==> config.mk <==
export PLATFORM = sky130hd
export DESIGN_NAME = apb_gpio_irq_ctrl
export DESIGN_NICKNAME = d
export VERILOG_FILES = /design/src/rtl/apb_gpio_irq_ctrl.sv
export SDC_FILE = /design/constraint.sdc
export NUM_CORES = 1
export LEC_CHECK = 0
export CORE_MARGIN = 5
export CORE_UTILIZATION = 35
export CTS_BUF_LIST = sky130_fd_sc_hd__clkbuf_8
export DETAILED_ROUTE_END_ITERATION = 10
export GPL_ROUTABILITY_DRIVEN = 0
export PLACE_DENSITY = 0.74
export SETUP_SLACK_MARGIN = 0.1
export SLEW_MARGIN = 20
export SYNTH_ARGS = -nofsm -noshare
export SYNTH_HDL_FRONTEND = slang
export SYNTH_SLANG_ARGS = --single-unit
==> constraint.sdc <==
create_clock -name HCLK -period 4.7 [get_ports HCLK]
set_input_delay 0.47 -clock HCLK [delete_from_list [all_inputs] [get_ports HCLK]]
set_output_delay 0.47 -clock HCLK [all_outputs]
set_load 0.005 [all_outputs]
==> src/rtl/apb_gpio_irq_ctrl.sv <==
// apb_gpio_irq_ctrl
// APB master in front of the GPIO APB slave. The slave port is shared between a register
// configuration requester (cfg_*) and an interrupt service sequencer. On a GPIO interrupt
// the sequencer reads the status register, which clears the interrupt, and then streams
// each flagged pin index, lowest first, on a valid/ready event interface.
//
// Ports:
//   HCLK, HRESET          clock, synchronous active-high reset
//   irq_i                 GPIO interrupt level
//   cfg_req/addr/wdata/write, cfg_done/rdata/err   configuration transfer handshake
//   PADDR/PWDATA/PWRITE/PSEL/PENABLE, PRDATA/PREADY/PSLVERR   APB master port
//   evt_valid/evt_pin/evt_ready   pin event stream
//   status_err            one-cycle pulse when the status read returns PSLVERR
//   busy                  APB transfer in flight or events still pending
module apb_gpio_irq_ctrl #(
   parameter int unsigned                APB_ADDR_WIDTH = 12,
   parameter logic [APB_ADDR_WIDTH-1:0]  STATUS_ADDR    = 'h018
) (
   input  logic                      HCLK,
   input  logic                      HRESET,
   input  logic                      irq_i,
   input  logic                      cfg_req,
   input  logic [APB_ADDR_WIDTH-1:0] cfg_addr,
   input  logic [31:0]               cfg_wdata,
   input  logic                      cfg_write,
   output logic                      cfg_done,
   output logic [31:0]               cfg_rdata,
   output logic                      cfg_err,
   output logic [APB_ADDR_WIDTH-1:0] PADDR,
   output logic [31:0]               PWDATA,
   output logic                      PWRITE,
   output logic                      PSEL,
   output logic                      PENABLE,
   input  logic [31:0]               PRDATA,
   input  logic                      PREADY,
   input  logic                      PSLVERR,
   output logic                      evt_valid,
   output logic [4:0]                evt_pin,
   input  logic                      evt_ready,
   output logic                      status_err,
   output logic                      busy
);

   typedef enum logic [1:0] {StIdle, StSetup, StAccess} state_e;

   localparam logic OwnCfg = 1'b0;
   localparam logic OwnIrq = 1'b1;

   state_e                    state_q, state_d;
   logic                      owner_q, owner_d;
   logic                      last_owner_q, last_owner_d;
   logic [APB_ADDR_WIDTH-1:0] paddr_q, paddr_d;
   logic [31:0]               pwdata_q, pwdata_d;
   logic                      pwrite_q, pwrite_d;
   logic [31:0]               pending_q, pending_d;
   logic                      status_err_q, status_err_d;

   logic                      irq_req;
   logic                      grant_irq;
   logic                      xfer_done;
   logic                      evt_fire;
   logic [31:0]               pending_low;

   // A new status read is held off until every pending event has drained.
   assign irq_req     = irq_i && (pending_q == '0);
   assign xfer_done   = (state_q == StAccess) && PREADY;
   assign evt_fire    = evt_valid && evt_ready;
   // Isolates the lowest set bit of pending.
   assign pending_low = pending_q & (~pending_q + 32'd1);

   // State register and datapath flops.
   always_ff @(posedge HCLK) begin
      if (HRESET) begin
         state_q      <= StIdle;
         owner_q      <= OwnCfg;
         last_owner_q <= OwnCfg;
         paddr_q      <= '0;
         pwdata_q     <= '0;
         pwrite_q     <= 1'b0;
         pending_q    <= '0;
         status_err_q <= 1'b0;
      end else begin
         state_q      <= state_d;
         owner_q      <= owner_d;
         last_owner_q <= last_owner_d;
         paddr_q      <= paddr_d;
         pwdata_q     <= pwdata_d;
         pwrite_q     <= pwrite_d;
         pending_q    <= pending_d;
         status_err_q <= status_err_d;
      end
   end

   // Next-state: arbitration in IDLE, APB phase sequencing.
   always_comb begin
      state_d      = state_q;
      owner_d      = owner_q;
      last_owner_d = last_owner_q;
      paddr_d      = paddr_q;
      pwdata_d     = pwdata_q;
      pwrite_d     = pwrite_q;
      grant_irq    = 1'b0;
      unique case (state_q)
         StIdle: begin
            if (irq_req || cfg_req) begin
               // On a tie, the requester that lost the previous grant wins.
               grant_irq    = irq_req && (!cfg_req || (last_owner_q == OwnCfg));
               state_d      = StSetup;
               owner_d      = grant_irq ? OwnIrq : OwnCfg;
               last_owner_d = grant_irq ? OwnIrq : OwnCfg;
               if (grant_irq) begin
                  paddr_d  = STATUS_ADDR;
                  pwdata_d = '0;
                  pwrite_d = 1'b0;
               end else begin
                  paddr_d  = cfg_addr;
                  pwdata_d = cfg_wdata;
                  pwrite_d = cfg_write;
               end
            end
         end
         StSetup:  state_d = StAccess;
         StAccess: if (PREADY) state_d = StIdle;
         default:  state_d = StIdle;
      endcase
   end

   // Pending event set: loaded by a good status read, drained one bit per accepted event.
   // A status read only starts with pending empty, so load and drain never overlap.
   always_comb begin
      pending_d    = pending_q;
      status_err_d = 1'b0;
      if (evt_fire) begin
         pending_d = pending_q & ~pending_low;
      end
      if (xfer_done && (owner_q == OwnIrq)) begin
         if (PSLVERR) begin
            status_err_d = 1'b1;
         end else begin
            pending_d = PRDATA;
         end
      end
   end

   // Lowest-index priority encoder; the last assignment in the downward loop wins.
   always_comb begin
      evt_pin = 5'd0;
      for (int i = 31; i >= 0; i--) begin
         if (pending_q[i]) evt_pin = 5'(i);
      end
   end

   // Outputs.
   always_comb begin
      PSEL       = (state_q != StIdle);
      PENABLE    = (state_q == StAccess);
      PADDR      = paddr_q;
      PWDATA     = pwdata_q;
      PWRITE     = pwrite_q;
      cfg_done   = xfer_done && (owner_q == OwnCfg);
      cfg_rdata  = PRDATA;
      cfg_err    = PSLVERR;
      evt_valid  = |pending_q;
      status_err = status_err_q;
      busy       = (state_q != StIdle) || (pending_q != '0);
   end

endmodule

==> reports/metrics.csv, run 1 <==
metric;value;unit
met3_length;1.28;mm
antenna_cells;0;
post_dp_cell_area;5580;µm²
drive_gt1_share;6.50;%
drtPass1Iterations;4;
cp-start-kind;flop;
post-cts-setup-buffers;0;
ant_nets;0;
drt_iter0_drc;167;
cp-end-kind;primary output;
wl_met2;5.67;mm
clock_path_buffers;2;
final_util;50.6;%
combPwrFrac;23.4;%
area_growth;42.0;%
yosys_warnings;0;
grt_max_degree;63;
worstHoldPathType;reg2reg;
power_density;273;nW/µm²
grt_usage;16.9;%
drc_errors;0;
top_layer;met4;
htree_levels;3;
p_sw;0.000432;W
io_pins;173;
setup-violations-final;0;
clock_latency;370;ps
slew_violations;0;
rows;39;
stdcell_area;5750;µm²
seq_power_share;47.5;%
switching_share;27.5;%
antenna_found_initial;0;
min_period;2980;ps
clock-sinks;81;
ctsHoldBuffers;0;
tightest_slew;685;ps
clk_pin_slew;80;ps
core_area;11400;µm²
ys_seq_elements;81;
cp.required;4230;ps
cts_resized;0;
cts_tree;done;
hpwl;8.68;mm
relSlewSlack;54.1;%
finalCritPeriodShare;63.3;%
leakage;2.00;nW
p_int;0.00114;W
hold_viol;0;
layout_commonest_cell;clkdlybuf4s50_1;
die_x;118;µm
vias;3959;
globalRoute.totalOverflow;0;
nFillCells;1073;
seq_area_frac_synth;40.0;%
path_class;reg2out;
grt_pass1_wl;19.8;mm
grt_setup_unrepaired;false;
pwr-share-clk;29.1;%
cts_root_buf;clkbuf_8;
status;finished clean;
place.port_buffers;172;
wl_met1;4.66;mm
ir_drop;0.000212;V
synthTopCellsByArea;dfxtp_1 (40%), a21oi_1 (9.6%), nand3b_1 (8.2%);
numCtsBuffers;9;
setup_tns;0;ps
start_util;35.6;%
yosysUniqueCellTypes;44;
mostFrequentLayoutCells;clkdlybuf4s50_1 (171), nand2_1 (84), dfxtp_1 (81);
post_drt_via_cell_ratio;5.22;
grt_pass1_vias;4008;
synth_top_area_cell;dfxtp_1;
die_area;13800;µm²
synth_top_cell_area_share;40.0;%
skew;12.2;ps
crit_fanout;7;
syn_nets;568;
synthCells;484;
fp.dieH;118;µm
cp.arrival;2510;ps
final_nets;694;
netlist_area;4050;µm²
drv_cap;0;
wirelength;11.8;mm
syn_avg_cell_area;8.37;µm²
fmax;336;MHz
routedWlPerCell;15.6;µm
registers in the layout (all words and copies together) (netlist names):
| register | flops |
|---|---|
| status_err | 1 |
| PWRITE | 1 |
| pending_q | 32 |
| state_q | 2 |
| last_owner_q | 1 |
| PADDR | 12 |
| PWDATA | 32 |
critical path, stage by stage (launching register included):
cell             delay, ps
dfxtp_1                380
or4_1                  620
o21ai_0                220
a21oi_1                110
o21ai_0                150
and2_1                 160
clkdlybuf4s50_1        510
synth_stat cells, drive strengths merged:
cell type / instances
a2111oi: 2
nand4: 4
o2111ai: 1
mux2i: 1
or2: 4
o21a: 2
nand2: 84
nand3: 10
or3: 3
nor3b: 2
nand3b: 44
dfxtp: 81
o211ai: 13
o31ai: 3
or4: 7
clkbuf: 19
nor3: 11
a211oi: 2
nand2b: 2
and2: 3
a32o: 2
or3b: 1
o221ai: 1
nor2b: 1
buf: 43
a21oi: 78
o311ai: 12
o21ai: 7
nor4: 11
o31a: 1
nor2: 19
a32oi: 1
inv: 9
layout make-up:
| class | count | area (µm²) | share of cell area (%) |
|---|---|---|---|
| Multi-Input combinational cell | 332 | 1990 | 34.6 |
| Timing Repair Buffer | 177 | 1750 | 30.5 |
| Clock buffer | 10 | 138 | 2.39 |
| Sequential cell | 81 | 1620 | 28.2 |
| Inverter | 9 | 33.8 | 0.587 |
| Clock inverter | 6 | 35.0 | 0.609 |
| Tap cell | 143 | 179 | 3.11 |
worst paths after layout:
kind	start	end	slack [ps]	depth (start not counted)
worst max-delay path	pending_q[24]$_SDFF_PP0_	evt_pin[2]	1720	6
worst min-delay path	PADDR[10]$_SDFFE_PP0P_	PADDR[10]$_SDFFE_PP0P_	450	2
worst max register to register	pending_q[2]$_SDFF_PP0_	PWDATA[25]$_SDFFE_PP0P_	2350	6
worst min register to register	PADDR[10]$_SDFFE_PP0P_	PADDR[10]$_SDFFE_PP0P_	450	2
logic make-up (layout without fill, tap and decap cells):
logic type | Yosys count | in the layout | synth area share (%)
muxes | 1 | 1 | 0.247
AOI/OAI and AO/OA | 125 | 125 | 19.4
and+or+nand+nor | 206 | 206 | 29.4
buffers and inverters | 71 | 202 | 10.9
DFF | 81 | 81 | 40.0
metrics by stage:
| stage | setup WS [ps] | power [W] | instances | hold WS [ps] |
|---|---|---|---|---|
| detailed placement | 2040 | 0.00113 | 742 | 444 |
| floorplan | 2690 | 0.000940 | 484 | 448 |
| global route | 1510 | 0.00165 | 758 | 467 |
| finish | 1720 | 0.00157 | 758 | 451 |
| CTS | 1700 | 0.00159 | 758 | 454 |
| global placement | 2120 | 0.00113 | 742 | 438 |
metal layers:
| layer | vias to the layer above | track usage [%] |
|---|---|---|
| li1 | 1952 | - |
| met1 | 1828 | 18.5 |
| met2 | 162 | 28.1 |
| met3 | 17 | 9.18 |
| met4 | 0 | 5.23 |
| met5 | - | 0 |
power by group through the flow:
| stage | sequential (W) | combinational, W | clock [W] |
|---|---|---|---|
| after CTS | 0.000745 | 0.000374 | 0.000472 |
| after global routing | 0.000751 | 0.000403 | 0.000501 |
| after floorplan | 0.000761 | 0.000179 | 0 |
| final | 0.000745 | 0.000367 | 0.000456 |
| after global placement | 0.000759 | 0.000367 | 0 |
| after detailed placement | 0.000761 | 0.000372 | 0 |
(Power assumes the default switching activity.)
==> run 2, diff against run 1 <==
- PLACE_DENSITY: 0.74 -> 0.77
- clock period: 4.7 -> 2.7 ns (I/O delays scaled with it)
==> reports/metrics.csv, run 2 (synthesis gave the netlist of run 1 again) <==
metric;value;unit;change
status;finished clean;;unchanged
timing.hold.ws;307;ps;was 451 ps
cp.required;2430;ps;was 4230 ps
hold_viol;0;;unchanged
power_density;468;nW/µm²;was 273 nW/µm²
worstHoldPathType;in2reg;;was reg2reg
r2r.worst_path.cells;7;;was 6
r2r_end;PADDR[3]$_SDFFE_PP0P_;;was PWDATA[25]$_SDFFE_PP0P_
ant_nets;0;;unchanged
setup_tns;0;ps;unchanged
leakage;2.08;nW;was 2.00 nW
ctsHoldBuffers;0;;unchanged
rows;39;;unchanged
combPwrFrac;24.7;%;was 23.4%
globalRoute.totalOverflow;0;;unchanged
die_area;13800;µm²;unchanged
drtPass1Iterations;5;;was 4
drt_iter0_drc;215;;was 167
relSlewSlack;57.9;%;was 54.1%
stdcell_area;5900;µm²;was 5750 µm²
p_sw;0.000784;W;was 0.000432 W
final_nets;705;;was 694
wirelength;12.5;mm;was 11.8 mm
antenna_found_initial;0;;unchanged
cp-end-kind;primary output;;unchanged
grt_usage;17.5;%;was 16.9%
r2r_start;pending_q[19]$_SDFF_PP0_;;was pending_q[2]$_SDFF_PP0_
numCtsBuffers;9;;unchanged
layout_commonest_cell;clkdlybuf4s50_1;;unchanged
cp.arrival;2340;ps;was 2510 ps
clock-sinks;81;;unchanged
holdPathEnd;pending_q[6]$_SDFF_PP0_;;was PADDR[10]$_SDFFE_PP0P_
place.port_buffers;172;;unchanged
antenna_cells;0;;unchanged
min_from;HRESET;;was PADDR[10]$_SDFFE_PP0P_
fp.dieH;118;µm;unchanged
fmax;383;MHz;
ir_drop;0.000333;V;was 0.000212 V
pwr-share-clk;28.4;%;was 29.1%
drc_errors;0;;unchanged
nFillCells;1060;;was 1073
path_class;reg2out;;unchanged
setup-violations-final;0;;unchanged
p_int;0.00198;W;was 0.00114 W
multi_input_area;2030;µm²;was 1990 µm²
rrSetupSlack;290;ps;was 2350 ps
clock_path_buffers;2;;unchanged
cts_root_buf;clkbuf_8;;unchanged
grt_pass1_vias;4071;;was 4008
slew_violations;0;;unchanged
grt_setup_unrepaired;true;;was false
seq_power_share;47.0;%;was 47.5%
grt_pass1_wl;20.1;mm;was 19.8 mm
grt_max_degree;61;;was 63
routedWlPerCell;16.3;µm;was 15.6 µm
holdPathStages;2;;unchanged
skew;12.1;ps;was 12.2 ps
regArea;1630;µm²;was 1620 µm²
die_x;118;µm;unchanged
instances_no_fill;768;;was 758
clock_latency;370;ps;about the same
dp.cells;746;;was 742
cp-start-kind;flop;;unchanged
post_dp_cell_area;5650;µm²;was 5580 µm²
mostFrequentLayoutCells;clkdlybuf4s50_1 (170), nand2_1 (84), dfxtp_1 (78);;was clkdlybuf4s50_1 (171), nand2_1 (84), dfxtp_1 (81)
min_period;2610;ps;
area_growth;45.6;%;was 42.0%
tightest_slew;631;ps;was 685 ps
finalCritPeriodShare;96.7;%;
drive_gt1_share;9.92;%;was 6.50%
post_drt_via_cell_ratio;5.28;;was 5.22
io_pins;173;;unchanged
start_util;35.6;%;unchanged
htree_levels;3;;unchanged
cts_tree;done;;unchanged
switching_share;28.4;%;was 27.5%
vias;4053;;was 3959
hpwl;9.05;mm;was 8.68 mm
clk_pin_slew;70;ps;was 80 ps
core_area;11400;µm²;unchanged
drv_cap;0;;unchanged
crit_fanout;9;;was 7
run 2: through the flow:
| stage | power (W) | util [%] | setup WS [ps] |
|---|---|---|---|
| global placement | 0.00198 | 49.7 | 339 |
| global route | 0.00290 | 51.9 | 10.6 |
| detailed placement | 0.00200 | 49.7 | 311 |
| CTS | 0.00278 | 51.4 | 54.5 |
| finish | 0.00276 | 51.9 | 87.9 |
| floorplan | 0.00164 | - | 691 |
run 2: worst max-delay path: stages (launching register included):
cell and delay (ps):
dfxtp_1 400, or4_4 580, nor4_4 340, and2_1 160, clkdlybuf4s50_1 500
run 2: worst max-delay path by stage:
stage                             start                       end  slack, ps  cells past startpoint
2_1_floorplan   pending_q[8]$_SDFF_PP0_  pending_q[27]$_SDFF_PP0_        690                      5
5_1_grt         pending_q[5]$_SDFF_PP0_                evt_pin[4]         10                      4
3_3_place_gp   pending_q[24]$_SDFF_PP0_                evt_pin[2]        340                      6
6_report        pending_q[5]$_SDFF_PP0_                evt_pin[4]         90                      4
3_5_place_dp    pending_q[4]$_SDFF_PP0_     PADDR[3]$_SDFFE_PP0P_        310                      6
4_1_cts         pending_q[4]$_SDFF_PP0_                evt_pin[4]         50                      4
run 2: power by group through the flow:
stage | registers (W) | clock network, W | logic (W)
2_1_floorplan | 0.00133 | 0 | 0.000311
3_3_place_gp | 0.00132 | 0 | 0.000663
3_5_place_dp | 0.00133 | 0 | 0.000676
4_1_cts | 0.00130 | 0.000802 | 0.000682
5_1_grt | 0.00131 | 0.000851 | 0.000738
6_report | 0.00130 | 0.000782 | 0.000680
run 2: area by class of cell:
| class | instances | share of cell area [%] |
|---|---|---|
| multi-input cells | 332 | 34.3 |
| repair buffers | 188 | 31.7 |
| flip-flops and latches | 81 | 27.6 |
| well taps | 143 | 3.03 |
| clock buffers | 9 | 2.10 |
| clock inverters | 6 | 0.615 |
| inverters | 9 | 0.573 |
run 2: what timing repair did:
action,in CTS,in global routing
setup endpoints to repair,5,6
hold endpoints to repair,0,0
buffers inserted,2,5
pin swaps,2,2
resized for setup,9,4
run 2: routing by layer:
metal | up-vias | wire length (µm) | GRT usage [%]
li1 | 1982 | - | -
met1 | 1876 | 5010 | 19.9
met2 | 177 | 5950 | 28.9
met3 | 18 | 1310 | 7.30
met4 | 0 | 241 | 7.24
met5 | - | 0 | 0
==> run 3, diff against run 2 <==
- REMOVE_ABC_BUFFERS: default -> 1
==> reports/metrics.csv, run 3 (synthesis gave the netlist of run 1 again) <==
metric;value;unit;change
drv_cap;0;;unchanged
min_period;2490;ps;was 2610 ps
post_drt_via_cell_ratio;5.28;;about the same
layout_commonest_cell;clkdlybuf4s50_1;;unchanged
ir_drop;0.000335;V;was 0.000333 V
grt_max_degree;63;;was 61
setup-violations-final;0;;unchanged
crit_fanout;8;;was 9
tightest_slew;683;ps;was 631 ps
multi_input_area;2030;µm²;unchanged
power_density;470;nW/µm²;was 468 nW/µm²
routedWlPerCell;16.8;µm;was 16.3 µm
drtPass1Iterations;4;;was 5
regArea;1640;µm²;was 1630 µm²
area_growth;45.6;%;about the same
hold_viol;0;;unchanged
fmax;402;MHz;was 383 MHz
fp.dieH;118;µm;unchanged
timing.hold.ws;274;ps;was 307 ps
wirelength;12.9;mm;was 12.5 mm
io_pins;173;;unchanged
clk_pin_slew;80;ps;was 70 ps
hpwl;9.18;mm;was 9.05 mm
clock-sinks;81;;unchanged
ctsHoldBuffers;0;;unchanged
cts_root_buf;clkbuf_8;;unchanged
drive_gt1_share;10.1;%;was 9.92%
grt_setup_unrepaired;false;;was true
drt_iter0_drc;184;;was 215
worstPathCellList;nor4_2, nand4_2, or3_1, clkdlybuf4s50_1;;was or4_4, nor4_4, and2_1, clkdlybuf4s50_1
crit_buf_inv;1;;unchanged
drc_errors;0;;unchanged
antenna_found_initial;0;;unchanged
cpMaxStageDelayCell;clkdlybuf4s50_1;;was or4_4
crit_family;simple AND/OR/NAND/NOR gates;;unchanged
cts_tree;done;;unchanged
leakage;2.10;nW;was 2.08 nW
vias;4053;;unchanged
path_class;reg2out;;unchanged
place.port_buffers;172;;unchanged
fin_ws;213;ps;was 87.9 ps
grt_pass1_wl;20.4;mm;was 20.1 mm
grt_pass1_vias;3976;;was 4071
die_x;118;µm;unchanged
mostFrequentLayoutCells;clkdlybuf4s50_1 (169), nand2_1 (84), a21oi_1 (78);;was clkdlybuf4s50_1 (170), nand2_1 (84), dfxtp_1 (78)
pre_cts_slack;273;ps;was 311 ps
antenna_cells;0;;unchanged
ant_nets;0;;unchanged
htree_levels;3;;unchanged
cp.arrival;2220;ps;was 2340 ps
final_util;51.9;%;about the same
start_util;35.6;%;unchanged
cp.required;2430;ps;about the same
nFillCells;1045;;was 1060
clock_latency;370;ps;about the same
die_area;13800;µm²;unchanged
core_area;11400;µm²;unchanged
slowest_delay;450;ps;was 580 ps
finalCritPeriodShare;92.1;%;was 96.7%
cp-end-kind;primary output;;unchanged
worstHoldPathType;in2reg;;unchanged
slew_violations;0;;unchanged
rrSetupSlack;370;ps;was 290 ps
final_nets;705;;unchanged
relSlewSlack;54.3;%;was 57.9%
skew;6.09;ps;was 12.1 ps
numCtsBuffers;9;;unchanged
clock_path_buffers;2;;unchanged
status;finished clean;;unchanged
globalRoute.totalOverflow;0;;unchanged
rows;39;;unchanged
grt_usage;17.9;%;was 17.5%
cp-start-kind;flop;;unchanged
run 3: worst paths after layout:
| path | from | to | depth (start not counted) |
|---|---|---|---|
| setup reg to reg | pending_q[8]$_SDFF_PP0_ | PWDATA[2]$_SDFFE_PP0P_ | 7 |
| hold / removal | HRESET | pending_q[13]$_SDFF_PP0_ | 2 |
| setup / recovery | pending_q[8]$_SDFF_PP0_ | busy | 4 |
| hold reg to reg | PADDR[6]$_SDFFE_PP0P_ | PADDR[6]$_SDFFE_PP0P_ | 2 |
run 3: final cells by class:
type | count | area share (%)
Multi-Input combinational cell | 332 | 34.3
Timing Repair Buffer | 188 | 31.4
Sequential cell | 81 | 27.7
Tap cell | 143 | 3.03
Clock buffer | 11 | 2.57
Inverter | 9 | 0.573
Clock inverter | 3 | 0.297
run 3: where the power goes:
group	internal (W)	switching [W]	leakage, nW	total (W)
Clock	0.000371	0.000443	0.0871	0.000814
Sequential	0.00126	0.0000396	0.663	0.00129
Combinational	0.000383	0.000282	1.35	0.000665
Total	0.00201	0.000764	2.10	0.00277
run 3: metrics by stage:
step | setup TNS, ps | area, µm² | power, W | cells
final | 0 | 5900 | 0.00277 | 767
after global routing | 0 | 5900 | 0.00293 | 767
after CTS | 0 | 5860 | 0.00281 | 764
after detailed placement | 0 | 5610 | 0.00198 | 744
after global placement | 0 | 5610 | 0.00197 | 744
after floorplan | -430 | 3640 | 0.00155 | 422
run 3: metal layers:
metal  vias up  global-route usage [%]  wire (µm)
li1       1971                       -          -
met1      1868                    20.7       5080
met4         0                    7.67        246
met5         -                       0          0
met3        19                    9.32       1690
met2       195                    27.8       5870
run 3: worst reg2reg max path: stages (launching register included):
cell and delay, ps:
dfxtp_1 380, nor4_2 420, nand4_2 210, buf_4 230, o31a_1 440, buf_4 320, nand2_1 130, a21oi_1 60
run 3: timing repair:
item	4_1_cts	5_1_grt
pin swaps	3	2
resized for setup	11	8
endpoints found under the setup margin	5	3
endpoints found under the hold margin	0	0
setup buffers	6	3
==> RTL change, RTL diff (flow settings as in run 3) <==
Set the parameter `APB_ADDR_WIDTH` to 11 (it was 12).
--- a/src/rtl/apb_gpio_irq_ctrl.sv
+++ b/src/rtl/apb_gpio_irq_ctrl.sv
@@ -14,5 +14,5 @@
 //   busy                  APB transfer in flight or events still pending
 module apb_gpio_irq_ctrl #(
-   parameter int unsigned                APB_ADDR_WIDTH = 12,
+   parameter int unsigned                APB_ADDR_WIDTH = 11,
    parameter logic [APB_ADDR_WIDTH-1:0]  STATUS_ADDR    = 'h018
 ) (
Ports: changed (resized PADDR and cfg_addr); port bits go from 173 to 171. No check against the original RTL was run, so the function may have changed too.
==> RTL change against run 3 <==
- highest routed layer unchanged
- synthesized cell count grew 1.2%
- register-to-register slack lost 210 ps
- cell area grew 2.0%
- largest cell class is now buffers
- setup slack lost 95 ps
- area after synthesis shrank 1.8%
- hold slack gained 130 ps
- fmax shrank 3.7%
- sequential cell count shrank 1
- utilization grew 1.5 points
- power grew 9.0%
- wire length grew 2.2%
- global-route usage is essentially flat
- largest power group unchanged
==> RTL change: results (changes against run 3) <==
met2 WL: 6200 µm (+5.5%)
synthesized area per cell: 8.12 µm² (-3.0%)
buffering overhead: 33.5% (+2.1 points)
Reg2Reg Setup Slack: 160 ps (-210 ps)
Post-CTS Setup Bufs: 1 (-5)
crit-path max FO: 4 (-4)
Layout Cells excl Fill: 783 (+2.1%)
IO Port Bufs: 170 (-1.2%)
Layout area overhead: 51.3%
hold endpoint: state_q[0]
met2 GRT Util: 28.8% (+1.1 points)
sequential-to-total area share from yosys stat: 40.3% (+0.24 points)
vias in the first global route: 4,002 (+0.65%)
met3 global-route usage: 10.2% (+0.83 points)
Cells after DPL: 759 (+2.0%)
main area contributors after synthesis: dfxtp_1 40%, nand2_1 7.8%, a21oi_1 7.4%, buf_4 6.2%, nand3_2 5.0%
Post-synth top cells: 83 x nand2_1, 80 x dfxtp_1, 59 x a21oi_1
Iter 0 DRT Violations: 134 (-27%)
non-clock buffer total of the final layout: 201 (+6.9%)
Worst Setup SP: pending_q[24]
first-pass GRT wire length: 19,400 µm (-4.7%)
maximum vdd drop: 0.374 mV (+12%)
largest net degree at the start of global routing: 47 (-25%)
Clock buf/inv share: 3.64% (+0.77 points)
Worst path max stage delay: 600 ps (+150 ps)
register area: 0.00161 mm² (-1.8%)
relative slew slack: 60.7% (+6.4 points)
Final nets: 718 (+1.8%)
Sink Count: 80 (-1.2%)
FF-to-FF End: PADDR[3]
WL/cell: 16.8 µm (about the same)
Static Leak: 2.13 nW (+1.6%)
status: completed
Resize count post-CTS: 13 (+2)
gr usage total: 18.0% (+0.026 points)
Max Clk Rate: 0.387 GHz (-3.7%)
multi-input gates: 334 (+0.60%)
area of the multi-input gates: 0.00196 mm² (-3.2%)
HPWL Detailed: 9230 µm (+0.52%)
# fillers: 1,041 (-0.38%)
Metal-1 WL: 4970 µm (-2.2%)
placed cell areas: 0.00566 mm² (+0.89%)
met3 wire len: 1790 µm (+5.7%)
share of layout cells above drive strength 1: 17.0% (+6.9 points)
routed via count: 4,094 (+1.0%)
clock skew: 12.7 ps (+6.64 ps)
initial antenna violation count: 0 (unchanged)
setup slack at placement: 78.6 ps (-195 ps)
slowest CP cell: or4_4
PwrDens: 502 mW/mm² (+6.8%)
-- RTL change: cell types whose count changed in the layout (fill, tap and decap cells not counted), moves of 7 or more --
cell / change
buf_4: +8
nand3_1: +22
nand3_2: +19
a21oi_2: +20
nand3b_1: -43
o311ai_1: -7
a21oi_1: -19
-- RTL change: stage by stage --
stage	TNS, ps	hold WS, ps
3_3_place_gp	0	437
4_1_cts	0	386
6_report	0	402
2_1_floorplan	-24730	332
5_1_grt	0	394
3_5_place_dp	0	445
-- RTL change: cell families (layout without fill, tap and decap cells) --
family | count (synthesis) | after routing | share of synthesized area, %
buf+inv | 76 | 226 | 11.4
compound gates | 126 | 126 | 21.0
mux | 1 | 1 | 0.252
flops | 80 | 80 | 40.3
simple gates | 207 | 207 | 27.0
-- RTL change: report_power, final --
group	switching, mW	total (mW)	internal (mW)	leakage [nW]
sequential	0.0355	1.28	1.24	0.653
clock	0.464	0.985	0.520	0.103
combinational	0.341	0.761	0.420	1.38
total	0.841	3.02	2.18	2.13
